--- config.mk ---
export PLATFORM = sky130hd
export DESIGN_NAME = ci_sequencer
export DESIGN_NICKNAME = d
export VERILOG_FILES = /design/src/rtl/ci_seq_pkg.sv /design/src/rtl/ci_sample_buf.sv /design/src/rtl/ci_sequencer.sv
export SDC_FILE = /design/constraint.sdc
export NUM_CORES = 1
export LEC_CHECK = 0
export ABC_CLOCK_PERIOD_IN_PS = 3140
export BUFFER_PORTS_ARGS = -buffer_cell sky130_fd_sc_hd__buf_4
export CORE_ASPECT_RATIO = 1.5
export CORE_MARGIN = 10
export CORE_UTILIZATION = 55
export DETAILED_ROUTE_END_ITERATION = 7
export GPL_TIMING_DRIVEN = 0
export PLACE_DENSITY_LB_ADDON = 0.05
export SKIP_LAST_GASP = 1
export SYNTH_ARGS = -nofsm -noshare
export SYNTH_HDL_FRONTEND = slang
export SYNTH_SLANG_ARGS = --single-unit
--- constraint.sdc ---
create_clock -name clock -period 3.14 [get_ports clock]
set_input_delay 0.314 -clock clock [delete_from_list [all_inputs] [get_ports clock]]
set_output_delay 0.314 -clock clock [all_outputs]
set_load 0.03 [all_outputs]
--- src/rtl/ci_seq_pkg.sv ---
// Shared types and constants for the custom-instruction sequencer.
package ci_seq_pkg;

   localparam int DATA_W      = 32;
   localparam int DEF_TIMEOUT = 1024;

   // Single-precision operands used when exercising the evaluate responder
   localparam logic [DATA_W-1:0] FP_128 = 32'h4300_0000;
   localparam logic [DATA_W-1:0] FP_ONE = 32'h3F80_0000;

   typedef enum logic [2:0] {
      S_IDLE,
      S_ISSUE,
      S_WAIT,
      S_OUTPUT,
      S_FINISH
   } seq_state_t;

endpackage

--- src/rtl/ci_sample_buf.sv ---
// Sample store for the sequencer: synchronous write, asynchronous read.
// Storage is not reset; the owner's sample count says which entries are live.
module ci_sample_buf
   import ci_seq_pkg::*;
#(
   parameter int DEPTH = 16,
   parameter int AW    = $clog2(DEPTH)
) (
   input  logic              clock,
   input  logic              wr_en,
   input  logic [AW-1:0]     wr_idx,
   input  logic [DATA_W-1:0] wr_data,
   input  logic [AW-1:0]     rd_idx,
   output logic [DATA_W-1:0] rd_data
);

   logic [DATA_W-1:0] mem [DEPTH];

   // Write one entry per accepted host strobe
   always_ff @(posedge clock) begin
      if (wr_en) begin
         mem[wr_idx] <= wr_data;
      end
   end

   assign rd_data = mem[rd_idx];

endmodule

--- src/rtl/ci_sequencer.sv ---
// Custom-instruction initiator: buffers host samples, issues them one at a
// time over the start/done handshake, and streams each result out with its
// buffer index. Every transaction is bounded by a TIMEOUT-cycle watchdog.
module ci_sequencer
   import ci_seq_pkg::*;
#(
   parameter int DEPTH   = 16,
   parameter int TIMEOUT = DEF_TIMEOUT
) (
   input  logic                     clock,
   input  logic                     reset,
   input  logic                     clk_en,
   input  logic                     wr_en,
   input  logic [31:0]              wr_data,
   input  logic                     go,
   output logic                     busy,
   output logic [$clog2(DEPTH):0]   count,
   output logic                     run_done,
   output logic                     timeout_err,
   output logic                     ci_start,
   output logic [31:0]              ci_dataa,
   input  logic                     ci_done,
   input  logic [31:0]              ci_result,
   output logic                     res_valid,
   output logic [31:0]              res_data,
   output logic [$clog2(DEPTH)-1:0] res_index,
   input  logic                     res_ready
);

   localparam int AW = $clog2(DEPTH);
   localparam int CW = AW + 1;
   localparam int TW = $clog2(TIMEOUT) + 1;

   seq_state_t        state;
   logic [AW-1:0]     idx;
   logic [TW-1:0]     timer;

   logic              wr_ok;
   logic [CW-1:0]     count_after;
   logic              last_sample;
   logic              timer_expired;
   logic [AW-1:0]     rd_idx;
   logic [DATA_W-1:0] rd_data;
   logic [DATA_W-1:0] issue_data;

   // Host writes land only while idle and not full
   assign wr_ok       = clk_en & wr_en & (state == S_IDLE) & (count < CW'(DEPTH));
   assign count_after = count + {{(CW-1){1'b0}}, wr_ok};

   assign last_sample   = ({1'b0, idx} == (count - CW'(1)));
   assign timer_expired = (timer == TW'(TIMEOUT - 1));

   // The operand is registered on the edge that enters ISSUE, so the read
   // address looks ahead: entry 0 when leaving IDLE, idx+1 when leaving OUTPUT.
   assign rd_idx = (state == S_OUTPUT) ? (idx + AW'(1)) : '0;

   // A write and go in the same idle cycle with an empty buffer: the sample is
   // not in storage yet, so forward it straight to the operand register.
   assign issue_data = (wr_ok && (count == '0)) ? wr_data : rd_data;

   ci_sample_buf #(
      .DEPTH (DEPTH),
      .AW    (AW)
   ) u_buf (
      .clock   (clock),
      .wr_en   (wr_ok),
      .wr_idx  (count[AW-1:0]),
      .wr_data (wr_data),
      .rd_idx  (rd_idx),
      .rd_data (rd_data)
   );

   // Run-control FSM with registered handshake, status and result outputs
   always_ff @(posedge clock or posedge reset) begin
      if (reset) begin
         state       <= S_IDLE;
         idx         <= '0;
         timer       <= '0;
         count       <= '0;
         busy        <= 1'b0;
         run_done    <= 1'b0;
         timeout_err <= 1'b0;
         ci_start    <= 1'b0;
         ci_dataa    <= '0;
         res_valid   <= 1'b0;
         res_data    <= '0;
         res_index   <= '0;
      end else if (clk_en) begin
         ci_start <= 1'b0;
         run_done <= 1'b0;
         case (state)
            S_IDLE: begin
               count <= count_after;
               if (go) begin
                  if (count_after != '0) begin
                     state       <= S_ISSUE;
                     busy        <= 1'b1;
                     idx         <= '0;
                     timeout_err <= 1'b0;
                     ci_start    <= 1'b1;
                     ci_dataa    <= issue_data;
                  end else begin
                     run_done <= 1'b1;
                  end
               end
            end
            S_ISSUE: begin
               timer <= '0;
               state <= S_WAIT;
            end
            S_WAIT: begin
               if (ci_done) begin
                  res_data  <= ci_result;
                  res_index <= idx;
                  res_valid <= 1'b1;
                  state     <= S_OUTPUT;
               end else if (timer_expired) begin
                  timeout_err <= 1'b1;
                  run_done    <= 1'b1;
                  state       <= S_FINISH;
               end else begin
                  timer <= timer + TW'(1);
               end
            end
            S_OUTPUT: begin
               if (res_ready) begin
                  res_valid <= 1'b0;
                  if (last_sample) begin
                     run_done <= 1'b1;
                     state    <= S_FINISH;
                  end else begin
                     idx      <= idx + AW'(1);
                     ci_start <= 1'b1;
                     ci_dataa <= rd_data;
                     state    <= S_ISSUE;
                  end
               end
            end
            S_FINISH: begin
               count <= '0;
               busy  <= 1'b0;
               state <= S_IDLE;
            end
            default: begin
               busy  <= 1'b0;
               state <= S_IDLE;
            end
         endcase
      end
   end

endmodule

==> impl_results.md, run 1 <==
- Outcome: completed
- Pwr dens: 736 nW/µm²
- Final hold vios: 0
- CTS buffer count: 55
- H-tree levels: 2
- Share of post-route cells with drive strength above 1: 21.7%
- CP required: 3.66 ns
- Final worst path period share: 97.0%
- GPL Wtd Cong: 0.855
- Routed WL: 73600 µm
- Clock transition at the registers of the reported paths: 0.07 ns
- Minimum clock period: 3.05 ns
- Global-route usage over all layers: 26.2%
- Die X: 195 µm
- Yosys reg bits: 608
- CTS max path bufs: 3
- Setup TNS: 0 ns
- Post-synthesis sequential area ratio: 70.4%
- Critical R2R Launch: idx[1]
- Num Clock Sinks: 608
- Die area: 55100 µm²
- Syn_nets: 1816
- CP endpoint: ci_dataa[18]
- Maximum clock rate: 0.328 GHz
- Cell count after synthesis: 1737
- Pins Over Slew Limit: 0
- P_int: 0.0153 W
- Die H: 282 µm
- Antenna violations before repair: 0
- Pleak: 9.95 nW
- Synth-to-Final Area Change: 18.7%
- Root Driver: clkbuf_16
- Type of origin of the critical path: register
- Combinational power share: 24.0%
- Worst Path Max Fanout: 10
- YS warnings: 0
- Dpl cells: 2489
- Dominant register cell in the synthesized netlist: edfxtp_1
- Clk_skew: 0.0175 ns
- Critical Path End Type: register
- EDFF count, synth: 512
- MaxCap Viol Count: 0
- Worst endpoint data arrival time: 3.56 ns
- Most frequent cells in the layout: edfxtp_1, buf_4, nor3_1
- Net Switching: 0.00673 W
- Drt wl/cell: 28.0 µm
- Unrepaired setup endpoints after global routing: false
- Synthesized cell area: 25300 µm²
- DP Wirelength: 50500 µm
- Residual DRC: 0
- Largest net degree at the start of global routing: 68
- Site Rows: 96
- R2r endpoint: ci_dataa[18]
- HP Class: primary input to register
- Drt first-iter violations: 1718
- CP Class: register to register
- Most common cell after layout, fill and taps aside: edfxtp_1
- Switching share of power: 30.5%
- Number of routed nets with antenna violations: 0
- Post-layout util: 65.7%
- Vias in the first global route: 17700
- R2R cell count: 8
- Detailed-route via count: 16900
- Global-route wire length before repair: 110000 µm
- # nets final: 2079
- IO buf count: 148
- CTS tree: yes
- Flop pwr share: 44.2%
- Fin cells: 2634
- Final setup vio count: 0
- Max IR drop VDD: 559 µV
- Synth cell types: 63
- DR pass1 iterations: 5
- Max_slew headroom: 19.7%
- Async S/R FF share, synth: 15.8%
- Least-Margin Pin Slew: 1.21 ns
- I/O pin cnt: 149
- Clock network power share: 31.8%
- Diodes inserted: 0
- Mean Syn Cell Area: 14.5 µm²
- Clk_lat worst skew: 0.60 ns
- Global route overflow: 0
- Worst Setup SP: idx[1]
- Initial Utilization: 55.3%
- Reg2Reg Setup Slack: 0.09 ns
- Area of the core: 45600 µm²
- DR vias/cell: 6.42
[per-layer routing]
layer | track usage [%] | wire length [µm]
met1 | 31.4 | 27400
met2 | 46.4 | 38400
met3 | 3.58 | 5100
met4 | 11.1 | 2780
met5 | 0 | 0
[worst max-delay path, stage by stage (launching register included)]
cell and delay [ns]:
dfrtp_1 0.51, nand3_2 0.17, xor2_2 0.58, nor2_1 0.32, clkbuf_1 0.48, a221oi_1 0.44, o32a_1 0.23, nand2_1 0.07
a31oi_1 0.17
[through the flow]
stage	setup slack [ns]	cell area [µm²]	power, W	hold WS (ns)
after floorplan	0.115	25300	0.0130	0.413
after global routing	0.00586	30000	0.0229	0.0396
final	0.0929	30000	0.0221	0.0329
after CTS	0.0405	29900	0.0221	0.00799
after detailed placement	-1.18	27600	0.0151	0.408
after global placement	-1.67	27100	0.0149	0.470
[kinds of logic (layout without fill, tap and decap cells)]
group | count (synthesis) | after routing | synth area share (%)
xor gates and xnor gates | 18 | 18 | 0.728
and+or+nand+nor | 491 | 491 | 9.36
muxes | 100 | 100 | 4.15
buffers and inverters | 154 | 463 | 3.12
adders and majority gates | 8 | 8 | 0.396
AOI/OAI and AO/OA | 358 | 358 | 11.9
DFF | 608 | 608 | 70.4
[area by class of cell]
class	count	area, µm²
Sequential cell	608	17800
Fill cell	3262	15700
Multi-Input combinational cell	975	6860
Timing Repair Buffer	207	1920
Clock buffer	69	1490
Buffer	144	776
Tap cell	588	736
Clock inverter	34	379
Inverter	9	36.3
[power by group through the flow]
stage	Clock, W	Combinational, W	Sequential, W
global route	0.00738	0.00569	0.00983
finish	0.00701	0.00530	0.00975
global placement	0	0.00506	0.00988
detailed placement	0	0.00518	0.00991
CTS	0.00706	0.00532	0.00975
floorplan	0	0.00220	0.0108
[worst min path at each step]
stage	cells past startpoint	slack [ns]	endpoint	from
3_5_place_dp	2	0.41	res_data[4]	reset
2_1_floorplan	0	0.41	u_buf.mem[0][0]	wr_data[0]
3_3_place_gp	1	0.47	ci_start	ci_start
5_1_grt	1	0.04	u_buf.mem[13][22]	wr_data[22]
6_report	1	0.03	u_buf.mem[9][22]	wr_data[22]
4_1_cts	1	0.008	u_buf.mem[11][24]	wr_data[24]
[flip-flops by register name, summed over array words and instances, names as in the netlist, 3 cells and up]
| name | count |
|---|---|
| res_index | 4 |
| ci_dataa | 32 |
| count | 5 |
| idx | 4 |
| state | 3 |
| timer | 11 |
| res_data | 32 |
| u_buf.mem | 512 |
[synthesized netlist by cell type (11+ instances only)]
cell type / n / share of area (%)
a221oi_1: 76 / 2.6
o32a_1: 31 / 1.2
nor2_1: 128 / 1.9
mux2i_1: 62 / 2.5
o41ai_1: 22 / 0.76
xnor2_1: 11 / 0.38
o311ai_0: 17 / 0.59
nand3_1: 15 / 0.30
nand2_1: 93 / 1.4
buf_4: 14 / 0.42
or3_1: 32 / 0.79
o22ai_1: 35 / 0.87
dfrtp_1: 96 / 9.5
a221oi_2: 20 / 1.2
nor4_1: 33 / 0.82
clkbuf_1: 63 / 0.94
buf_6: 12 / 0.53
mux2_2: 38 / 1.7
o41ai_2: 11 / 0.71
o21ai_0: 20 / 0.40
nor3_1: 159 / 3.2
buf_2: 50 / 0.99
o311ai_1: 14 / 0.49
o21a_1: 31 / 0.92
a31oi_1: 64 / 1.6
edfxtp_1: 512 / 61
[repair_timing]
action / in CTS / in global routing
hold buffers: 34 / 0
gates resized for setup: 18 / 11
buffers inserted: 8 / 1
setup endpoints to repair: 70 / 38
endpoints found under the hold margin: 62 / 0
pin swaps: 3 / 1
Note: power is estimated with default switching activity, not from simulation.
==> inputs of run 2 (changes only) <==
--- a/config.mk
+++ b/config.mk
@@ -10,6 +10,7 @@
 export CORE_ASPECT_RATIO = 1.5
 export CORE_MARGIN = 10
 export CORE_UTILIZATION = 55
+export CTS_BUF_LIST = sky130_fd_sc_hd__clkbuf_16
 export DETAILED_ROUTE_END_ITERATION = 7
 export GPL_TIMING_DRIVEN = 0
 export PLACE_DENSITY_LB_ADDON = 0.05
==> impl_results.md, run 2 (synthesized netlist as in run 1, its figures left out) <==
- Outcome: completed
- Pins Over Slew Limit: 0
- P_int: 0.0153 W
- Number of routed nets with antenna violations: 0
- Type of origin of the critical path: register
- Max layer used: met4
- Combinational power share: 24.2%
- Clk_lat worst skew: 0.60 ns
- Pwr dens: 733 nW/µm²
- Largest registers: u_buf.mem (512), ci_dataa (32), res_data (32)
- Final setup vio count: 0
- Drt wl/cell: 28.0 µm
- I/O pin cnt: 149
- Num Clock Sinks: 608
- Share of post-route cells with drive strength above 1: 21.6%
- Cell family with most CP delay: compound AO/OA/AOI/OAI gates
- Root Driver: clkbuf_16
- Die X: 195 µm
- Post-layout util: 65.6%
- Minimum clock period: 3.03 ns
- Detailed-route via count: 17000
- Setup TNS: 0 ns
- Residual DRC: 0
- Maximum clock rate: 0.330 GHz
- Area of the core: 45600 µm²
- Global-route wire length before repair: 110000 µm
- Met2 WL post-DR: 38200 µm
- Net Switching: 0.00671 W
- Site Rows: 96
- Initial Utilization: 55.3%
- DP Wirelength: 50500 µm
- Critical Path Max Stage Delay: 0.56 ns
- Final hold vios: 0
- Clk_skew: 0.0160 ns
- Synth-to-Final Area Change: 18.6%
- IO buf count: 148
- CTS buffer count: 55
- CTS tree: yes
- Most common cell after layout, fill and taps aside: edfxtp_1
- Unrepaired setup endpoints after global routing: false
- Met1 Wirelength: 27200 µm
- Worst endpoint data arrival time: 3.54 ns
- Met3 WL: 5370 µm
- DR pass1 iterations: 6
- GPL Wtd Cong: 0.855
- Fin Hold WS: 0.0359 ns
- Global-route usage over all layers: 26.1%
- Flop pwr share: 44.4%
- Clock transition at the registers of the reported paths: 0.07 ns
- Pleak: 9.98 nW
- CTS max path bufs: 3
- HP Class: primary input to register
- Clock network power share: 31.5%
- Max_slew headroom: 21.2%
- Crit-path slowest cell: xor2_2
- Largest net degree at the start of global routing: 68
- Worst Path Max Fanout: 10
- Critical Path End Type: register
- Global route overflow: 0
- MaxCap Viol Count: 0
- Die H: 282 µm
- Antenna violations before repair: 0
- Critical Path, Cell by Cell: nand3_2 > xor2_2 > nor2_1 > clkbuf_1 > a221oi_1 > o32a_1 > nand2_1 > a31oi_1
- H-tree levels: 2
- Max IR drop VDD: 559 µV
- Vias in the first global route: 17700
- # nets final: 2079
- Least-Margin Pin Slew: 1.18 ns
- Switching share of power: 30.6%
- Number of flip-flops in the largest register: 512
- Buf/Inv on CP: 1
- CP Class: register to register
- Drt first-iter violations: 1669
- Routed WL: 73600 µm
- CP required: 3.65 ns
- DR vias/cell: 6.45
- Largest register by flop count: u_buf.mem
- Diodes inserted: 0
- Final worst path period share: 96.6%
- Die area: 55100 µm²
- Most frequent cells in the layout: edfxtp_1, buf_4, nor3_1
-- run 2: cell count changes in the layout (fill, tap and decap cells not counted), sizes merged --
cell	delta
clkbuf	-12
clkinv	+2
inv	+10
-- run 2: layout make-up --
type,count,area [µm²]
buffer,144,776
clock buffer,57,1430
clock inverter,46,424
fill,3265,15700
inverter,9,36.3
multi-input combinational,975,6860
sequential,608,17800
tap,588,736
timing repair buffer,207,1920
-- run 2: repair_timing --
action                                 CTS  global route
endpoints found under the hold margin   62             0
setup endpoints to repair               70            38
setup buffers                            8             1
hold buffers                            34             0
resized for setup                       18            11
pin swaps                                3             1
-- run 2: per-stage QoR --
step	setup slack [ns]	cell area, µm²	cells	power [W]
floorplan	0.115	25300	1737	0.0130
global placement	-1.67	27100	2473	0.0149
detailed placement	-1.18	27600	2489	0.0151
CTS	0.0403	29900	2633	0.0220
global route	0.00550	30000	2634	0.0228
finish	0.108	30000	2634	0.0220
-- run 2: path summary, 6_finish.rpt --
| kind | startpoint | to | slack (ns) | cells after the start |
|---|---|---|---|---|
| max | idx[1] | ci_dataa[18] | 0.11 | 8 |
| min | wr_data[23] | u_buf.mem[7][23] | 0.04 | 1 |
| max reg2reg | idx[1] | ci_dataa[18] | 0.11 | 8 |
| min reg2reg | res_index[0] | res_index[0] | 0.49 | 2 |
| max in group asynchronous | reset | state[0] | 2.05 | 4 |
| min in group asynchronous | reset | ci_dataa[2] | 0.34 | 3 |
-- run 2: worst reg2reg max path, cell delays in order (launching register included) --
cell      delay, ns
dfrtp_1        0.51
nand3_2        0.17
xor2_2         0.56
nor2_1         0.33
clkbuf_1       0.47
a221oi_1       0.45
o32a_1         0.23
nand2_1        0.07
a31oi_1        0.17
-- run 2: per-layer routing --
| metal | global-route usage, % | vias to the layer above |
|---|---|---|
| li1 | - | 7459 |
| met1 | 31.3 | 8553 |
| met2 | 46.5 | 801 |
| met3 | 3.60 | 177 |
| met4 | 10.9 | 0 |
| met5 | 0 | - |
-- run 2: power groups by stage --
stage               Sequential (W)  Combinational (W)  Clock (W)
finish                     0.00975            0.00531    0.00691
global route               0.00983            0.00569    0.00730
CTS                        0.00975            0.00532    0.00698
detailed placement         0.00991            0.00518          0
global placement           0.00988            0.00506          0
floorplan                   0.0108            0.00220          0
